===== src/rtl/doorlock_pkg.sv =====
// doorlock_pkg: key codes, LED status encoding and FSM states shared by the door-lock controller.
package doorlock_pkg;
   localparam logic [3:0] KEY_CLR = 4'hA;
   localparam logic [3:0] KEY_ENT = 4'hB;
   localparam logic [1:0] LED_IDLE = 2'd0;
   localparam logic [1:0] LED_OPEN = 2'd1;
   localparam logic [1:0] LED_FAIL = 2'd2;
   localparam logic [1:0] LED_LOCK = 2'd3;
   typedef enum logic [1:0] {S_ENTRY, S_OPEN, S_FAIL, S_LOCKOUT} state_t;
   function automatic logic [1:0] led_of(input state_t s);
      return s == S_OPEN ? LED_OPEN : s == S_FAIL ? LED_FAIL : s == S_LOCKOUT ? LED_LOCK : LED_IDLE;
   endfunction
endpackage


===== src/rtl/doorlock_ctrl_tick_timer.sv =====
// tick_timer: loadable down-counter; expire pulses for the one cycle the count sits at 1.
module tick_timer #(
   parameter int W = 9
) (
   input  logic         clk,
   input  logic         rst_n,
   input  logic         load,
   input  logic [W-1:0] value,
   output logic         expire
);
   logic [W-1:0] cnt;
   always_ff @(posedge clk or negedge rst_n)
      if (!rst_n) cnt <= '0;
      else if (load) cnt <= value;
      else if (cnt != '0) cnt <= cnt - 1'b1;
   assign expire = cnt == W'(1);
endmodule


===== src/rtl/doorlock_ctrl.sv =====
// doorlock_ctrl: keypad password entry FSM driving the unlock strobe and the LED status code.
module doorlock_ctrl
   import doorlock_pkg::*;
#(
   parameter int          PW_LEN       = 4,
   parameter logic [27:0] PASSWORD     = 28'h1234,
   parameter int          OPEN_TICKS   = 50,
   parameter int          FAIL_TICKS   = 20,
   parameter int          LOCK_TICKS   = 300,
   parameter int          MAX_FAILS    = 3,
   parameter int          IDLE_TIMEOUT = 100
) (
   input  logic       clk_10hz_i,
   input  logic       rst_i,
   input  logic       key_valid_i,
   input  logic [3:0] key_code_i,
   output logic [1:0] led_sig_o,
   output logic       unlock_o,
   output logic [2:0] digit_cnt_o,
   output logic [1:0] fail_cnt_o
);
   localparam int BW = 4 * PW_LEN;
   localparam int TW = $clog2(LOCK_TICKS + 1);
   localparam logic [2:0] PW = 3'(PW_LEN);
   localparam logic [1:0] MF = 2'(MAX_FAILS);
   state_t state, state_n;
   logic [BW-1:0] code_q, code_n;
   logic [2:0] cnt_n;
   logic [1:0] fail_n;
   logic [TW-1:0] tmr_val;
   logic tmr_ld, tmr_exp, idle_ld, idle_exp, pw_ok;
   assign pw_ok = digit_cnt_o == PW && code_q == PASSWORD[BW-1:0];
   // One timer serves OPEN/FAIL/LOCKOUT; inactivity is tracked separately so it survives across them.
   tick_timer #(.W(TW)) u_state_tmr (
      .clk(clk_10hz_i), .rst_n(rst_i), .load(tmr_ld), .value(tmr_val), .expire(tmr_exp)
   );
   tick_timer #(.W(TW)) u_idle_tmr (
      .clk(clk_10hz_i), .rst_n(rst_i), .load(idle_ld), .value(TW'(IDLE_TIMEOUT)), .expire(idle_exp)
   );
   always_comb begin
      state_n = state;
      code_n  = code_q;
      cnt_n   = digit_cnt_o;
      fail_n  = fail_cnt_o;
      tmr_ld  = 1'b0;
      tmr_val = '0;
      idle_ld = 1'b0;
      case (state)
         S_ENTRY:
            if (key_valid_i) begin
               idle_ld = 1'b1;
               if (key_code_i < KEY_CLR) begin
                  if (digit_cnt_o < PW) begin
                     code_n = BW'({code_q, key_code_i});
                     cnt_n  = digit_cnt_o + 3'd1;
                  end
               end else if (key_code_i == KEY_CLR) begin
                  code_n = '0;
                  cnt_n  = '0;
               end else if (key_code_i == KEY_ENT) begin
                  code_n = '0;
                  cnt_n  = '0;
                  tmr_ld = 1'b1;
                  if (pw_ok) begin
                     state_n = S_OPEN;
                     fail_n  = '0;
                     tmr_val = TW'(OPEN_TICKS);
                  end else begin
                     fail_n  = fail_cnt_o + 2'd1;
                     state_n = fail_n == MF ? S_LOCKOUT : S_FAIL;
                     tmr_val = fail_n == MF ? TW'(LOCK_TICKS) : TW'(FAIL_TICKS);
                  end
               end
            end else if (idle_exp && digit_cnt_o != '0) begin
               code_n = '0;
               cnt_n  = '0;
            end
         S_OPEN, S_FAIL:
            state_n = tmr_exp ? S_ENTRY : state;
         S_LOCKOUT:
            if (tmr_exp) begin
               state_n = S_ENTRY;
               fail_n  = '0;
            end
         default:
            state_n = S_ENTRY;
      endcase
   end
   always_ff @(posedge clk_10hz_i or negedge rst_i)
      if (!rst_i) begin
         state       <= S_ENTRY;
         code_q      <= '0;
         digit_cnt_o <= '0;
         fail_cnt_o  <= '0;
         led_sig_o   <= LED_IDLE;
         unlock_o    <= 1'b0;
      end else begin
         state       <= state_n;
         code_q      <= code_n;
         digit_cnt_o <= cnt_n;
         fail_cnt_o  <= fail_n;
         led_sig_o   <= led_of(state_n);
         unlock_o    <= state_n == S_OPEN;
      end
endmodule


===== config.mk =====
export PLATFORM = sky130hd
export DESIGN_NAME = doorlock_ctrl
export DESIGN_NICKNAME = d
export VERILOG_FILES = /design/src/rtl/doorlock_pkg.sv /design/src/rtl/doorlock_ctrl_tick_timer.sv /design/src/rtl/doorlock_ctrl.sv
export SDC_FILE = /design/constraint.sdc
export NUM_CORES = 1
export LEC_CHECK = 0
export CAP_MARGIN = 0
export CORE_ASPECT_RATIO = 1.5
export CORE_MARGIN = 3
export CORE_UTILIZATION = 40
export CTS_CLUSTER_SIZE = 25
export DETAILED_ROUTE_END_ITERATION = 7
export GPL_ROUTABILITY_DRIVEN = 0
export PLACE_DENSITY = 0.56
export SYNTH_ARGS = -nofsm -noshare
export SYNTH_HDL_FRONTEND = slang
export SYNTH_SLANG_ARGS = --single-unit

===== constraint.sdc =====
create_clock -name clk_10hz_i -period 2.4 [get_ports clk_10hz_i]
set_input_delay 0.24 -clock clk_10hz_i [delete_from_list [all_inputs] [get_ports clk_10hz_i]]
set_output_delay 0.24 -clock clk_10hz_i [all_outputs]
set_load 0.02 [all_outputs]

==> summary.txt <==
Cells and area
  • Layout cells sized above 1: 0.122
  • Sequential Area: 1080 um^2
  • Final cell count without fillers: ~290
  • FILL cells: 510
  • Antenna cells: 0
  • Area of the multi-input gates: between 900 and 1000 um^2
  • Area growth syn-to-layout: 15.8%
  • Layout Nets: roughly 230
  • Util after Layout: 0.495

Global routing
  • Total GRT Usage: 0.164
  • Pin count of the biggest net entering global routing: between 40 and 50
  • GR peak layer: met2
  • Final global-route overflow total: 0
  • Grt met2 use: 0.287
  • Met1 Resource Use GR: 0.195
  • Number of global-route vias before repair: ~1,800
  • Initial antenna violation count: 0
  • Global-route wire length before repair: between 8000 and 9000 um
  • Grt met3 use: 0.0330

Clocking
  • CTS buffer count: 5
  • Post-CTS Resized: 0
  • Clock Latency Late Sink: a little under 300 ps
  • Hold buffer count at cts: 0
  • Clock tree buffer depth: 2
  • # clock sinks: 43
  • CTS tree: done
  • CTS H-tree lvls: 2
  • Root Buffer: clkbuf_8
  • Clk slew on worst S/H paths: around 80 ps
  • Post-CTS setup buffer count: 0

Route
  • Routed len/inst: 15.8 um
  • Via count: ~1,600
  • Routed Wire Length: 4530 um
  • Post-route ant nets: 0
  • 1st-iter DRT viols: 45
  • DR DRC count: 0
  • Via density per instance: about 5.6
  • Drt pass-1 iters: 4

Timing
  • Slew @ Worst Pin: approximately 950 ps
  • Crit share post-route: 0.865
  • Hold Slack: around 95 ps
  • Maximum clock rate: about 480 MHz
  • Fin crit period: 2080 ps
  • Clock Skews: ~4.7 ps
  • Setup-failing EPs final: 0
  • Setup tns final: 0 ps
  • Slew margin rel.: 0.367
  • Max-slew violation count: 0
  • Unrepaired setup endpoints after global routing: false
  • Final Hold Violating Endpoints: 0

Setup path
  • Worst Setup End Kind: register
  • Slowest-stage cell, CP: or4b_2
  • Critical path arrival: about 2300 ps
  • Critical-path cell list: inv_1, ha_1, or4b_2, or2_2, o21ai_0, o21ai_0
  • Critical path data required time: 2580 ps
  • Worst path max stage delay: around 640 ps
  • Crit path kind: register to register
  • Worst setup path start: u_state_tmr.cnt[0]
  • CP max FO: 6
  • Reg2reg start: u_state_tmr.cnt[0]
  • Most used cell, CP: o21ai_0
  • Startpoint Class: register

Yosys
  • Synth Area per Inst: 11.0 um^2
  • Post-synth top area cell: dfrtp_1
  • Top cells by count, synth: 43 x dfrtp_1, 15 x a22o_1, 12 x nor2_1
  • Top cells by area, synth: dfrtp_1 51%, a22o_1 6.2%, ha_1 4.1%
  • Yosys cell types: between 40 and 50
  • Yosys reg bits: 43
  • Post-synthesis cell area: 2120 um^2
  • Ys Warns: 0
  • Most used DFF post-synth: dfrtp_1
  • Async S/R FF share, synth: 1.00
  • Synth Instances: roughly 190
  • Most frequent cell after synthesis: dfrtp_1
  • Number of synthesized flops with an enable pin: 0
  • Post-synth top area share: 0.507
  • Syn Nets: ~210
  • Seq/Total Area, Yosys: 0.507

Power and ir drop
  • Lkg Pwr: 1.07 nW
  • Worst vdd ir: between 0.0004 and 0.0005 V
  • Pwr/cell area: 904 nW/um^2

Min path
  • Worst Hold Class: input port to asynchronous set/reset pin

Placement
  • # placed instances: roughly 280
  • Hpwl dp: between 3000 and 4000 um
  • I/O Buffers: 14

Floorplan
  • I/O pin count: 15
  • Chip Height: ~95 um
  • Die ar.: a little over 6000 um^2
  • Initial Utilization: 0.427
  • Site Rows: 31
  • Core ar.: around 5000 um^2
  • Die width: around 65 um

Flow run
  • Max Cap Viol: 0

Run status
  • Status: complete, no violations
## critical path, delay by kind of cell, from the launching register on
family | cells | cell delay (ps)
DFF | 1 | 430
and+or+nand+nor | 2 | 960
buffers and inverters | 1 | 80
AOI/OAI and AO/OA | 2 | 250
adders and majority gates | 1 | 250
## worst paths after layout
check	to	slack, ps	cells past startpoint
worst min register to register	code_q[15]	510	1
worst max-delay path	u_state_tmr.cnt[1]	320	6
min in group clk_10hz_i	code_q[15]	510	1
worst min-delay path	code_q[8]	100	1
max in group asynchronous	u_idle_tmr.cnt[0]	1720	1
worst max register to register	u_state_tmr.cnt[1]	320	6
## per-stage QoR
stage,setup WS [ps],total power [mW],area (um^2)
after floorplan,431,1.56,2120
after global placement,174,1.76,2370
after detailed placement,116,1.80,2370
after CTS,316,2.25,2460
after global routing,181,2.40,2460
final,324,2.22,2460
## cell usage in the layout (no fill, tap or decap), drive strengths merged, types with 2 or more instances in the layout
cell type / instances
nor3: 3
clkbuf: 7
inv: 10
buf: 12
nand4b: 3
a22o: 15
o211ai: 2
dfrtp: 43
nand2: 8
nor2: 12
or4b: 3
xnor2: 4
or4: 2
nand3b: 2
a211oi: 2
nand3: 7
nand2b: 2
a22oi: 2
a21oi: 10
a21o: 6
and3: 2
o2bb2ai: 3
o21ai: 11
nor4: 4
a211o: 2
or3: 4
ha: 7
nand4: 2
clkdlybuf4s50: 13
nor3b: 2
## state kept, by name, summed over array words and instances, names as in the netlist
name and flops:
state 1, unlock_o 1, fail_cnt_o 2, u_state_tmr.cnt 9, digit_cnt_o 3, code_q 16
u_idle_tmr.cnt 9, led_sig_o 2
## cell families after synthesis
family | after synthesis | share of synthesized area
buffers and inverters | 15 | 0.0395
flip-flops | 43 | 0.507
adder cells (fa/ha/maj) | 7 | 0.0413
multiplexers | 1 | 0.00531
AO/OA/AOI/OAI | 61 | 0.208
AND/OR/NAND/NOR | 61 | 0.178
XOR/XNOR | 5 | 0.0206
## layer usage
layer  share of wire  vias up
met5               0        -
met4           0.021        0
met3           0.021        9
met2            0.53       18
met1            0.43      810
li1                -      778
## area by class of cell
| type | instances | share of cell area |
|---|---|---|
| timing repair buffer | 25 | 0.0886 |
| sequential | 43 | 0.438 |
| inverter | 10 | 0.0153 |
| clock buffer | 7 | 0.0311 |
| tap | 66 | 0.0336 |
| clock inverter | 1 | 0.00204 |
| multi-input combinational | 135 | 0.391 |
## report_power, final
group | switching, mW | internal (mW)
Combinational | 0.359 | 0.341
Clock | 0.234 | 0.204
Sequential | 0.193 | 0.889
Total | 0.786 | 1.43
Power figures use the tool's default switching activity.
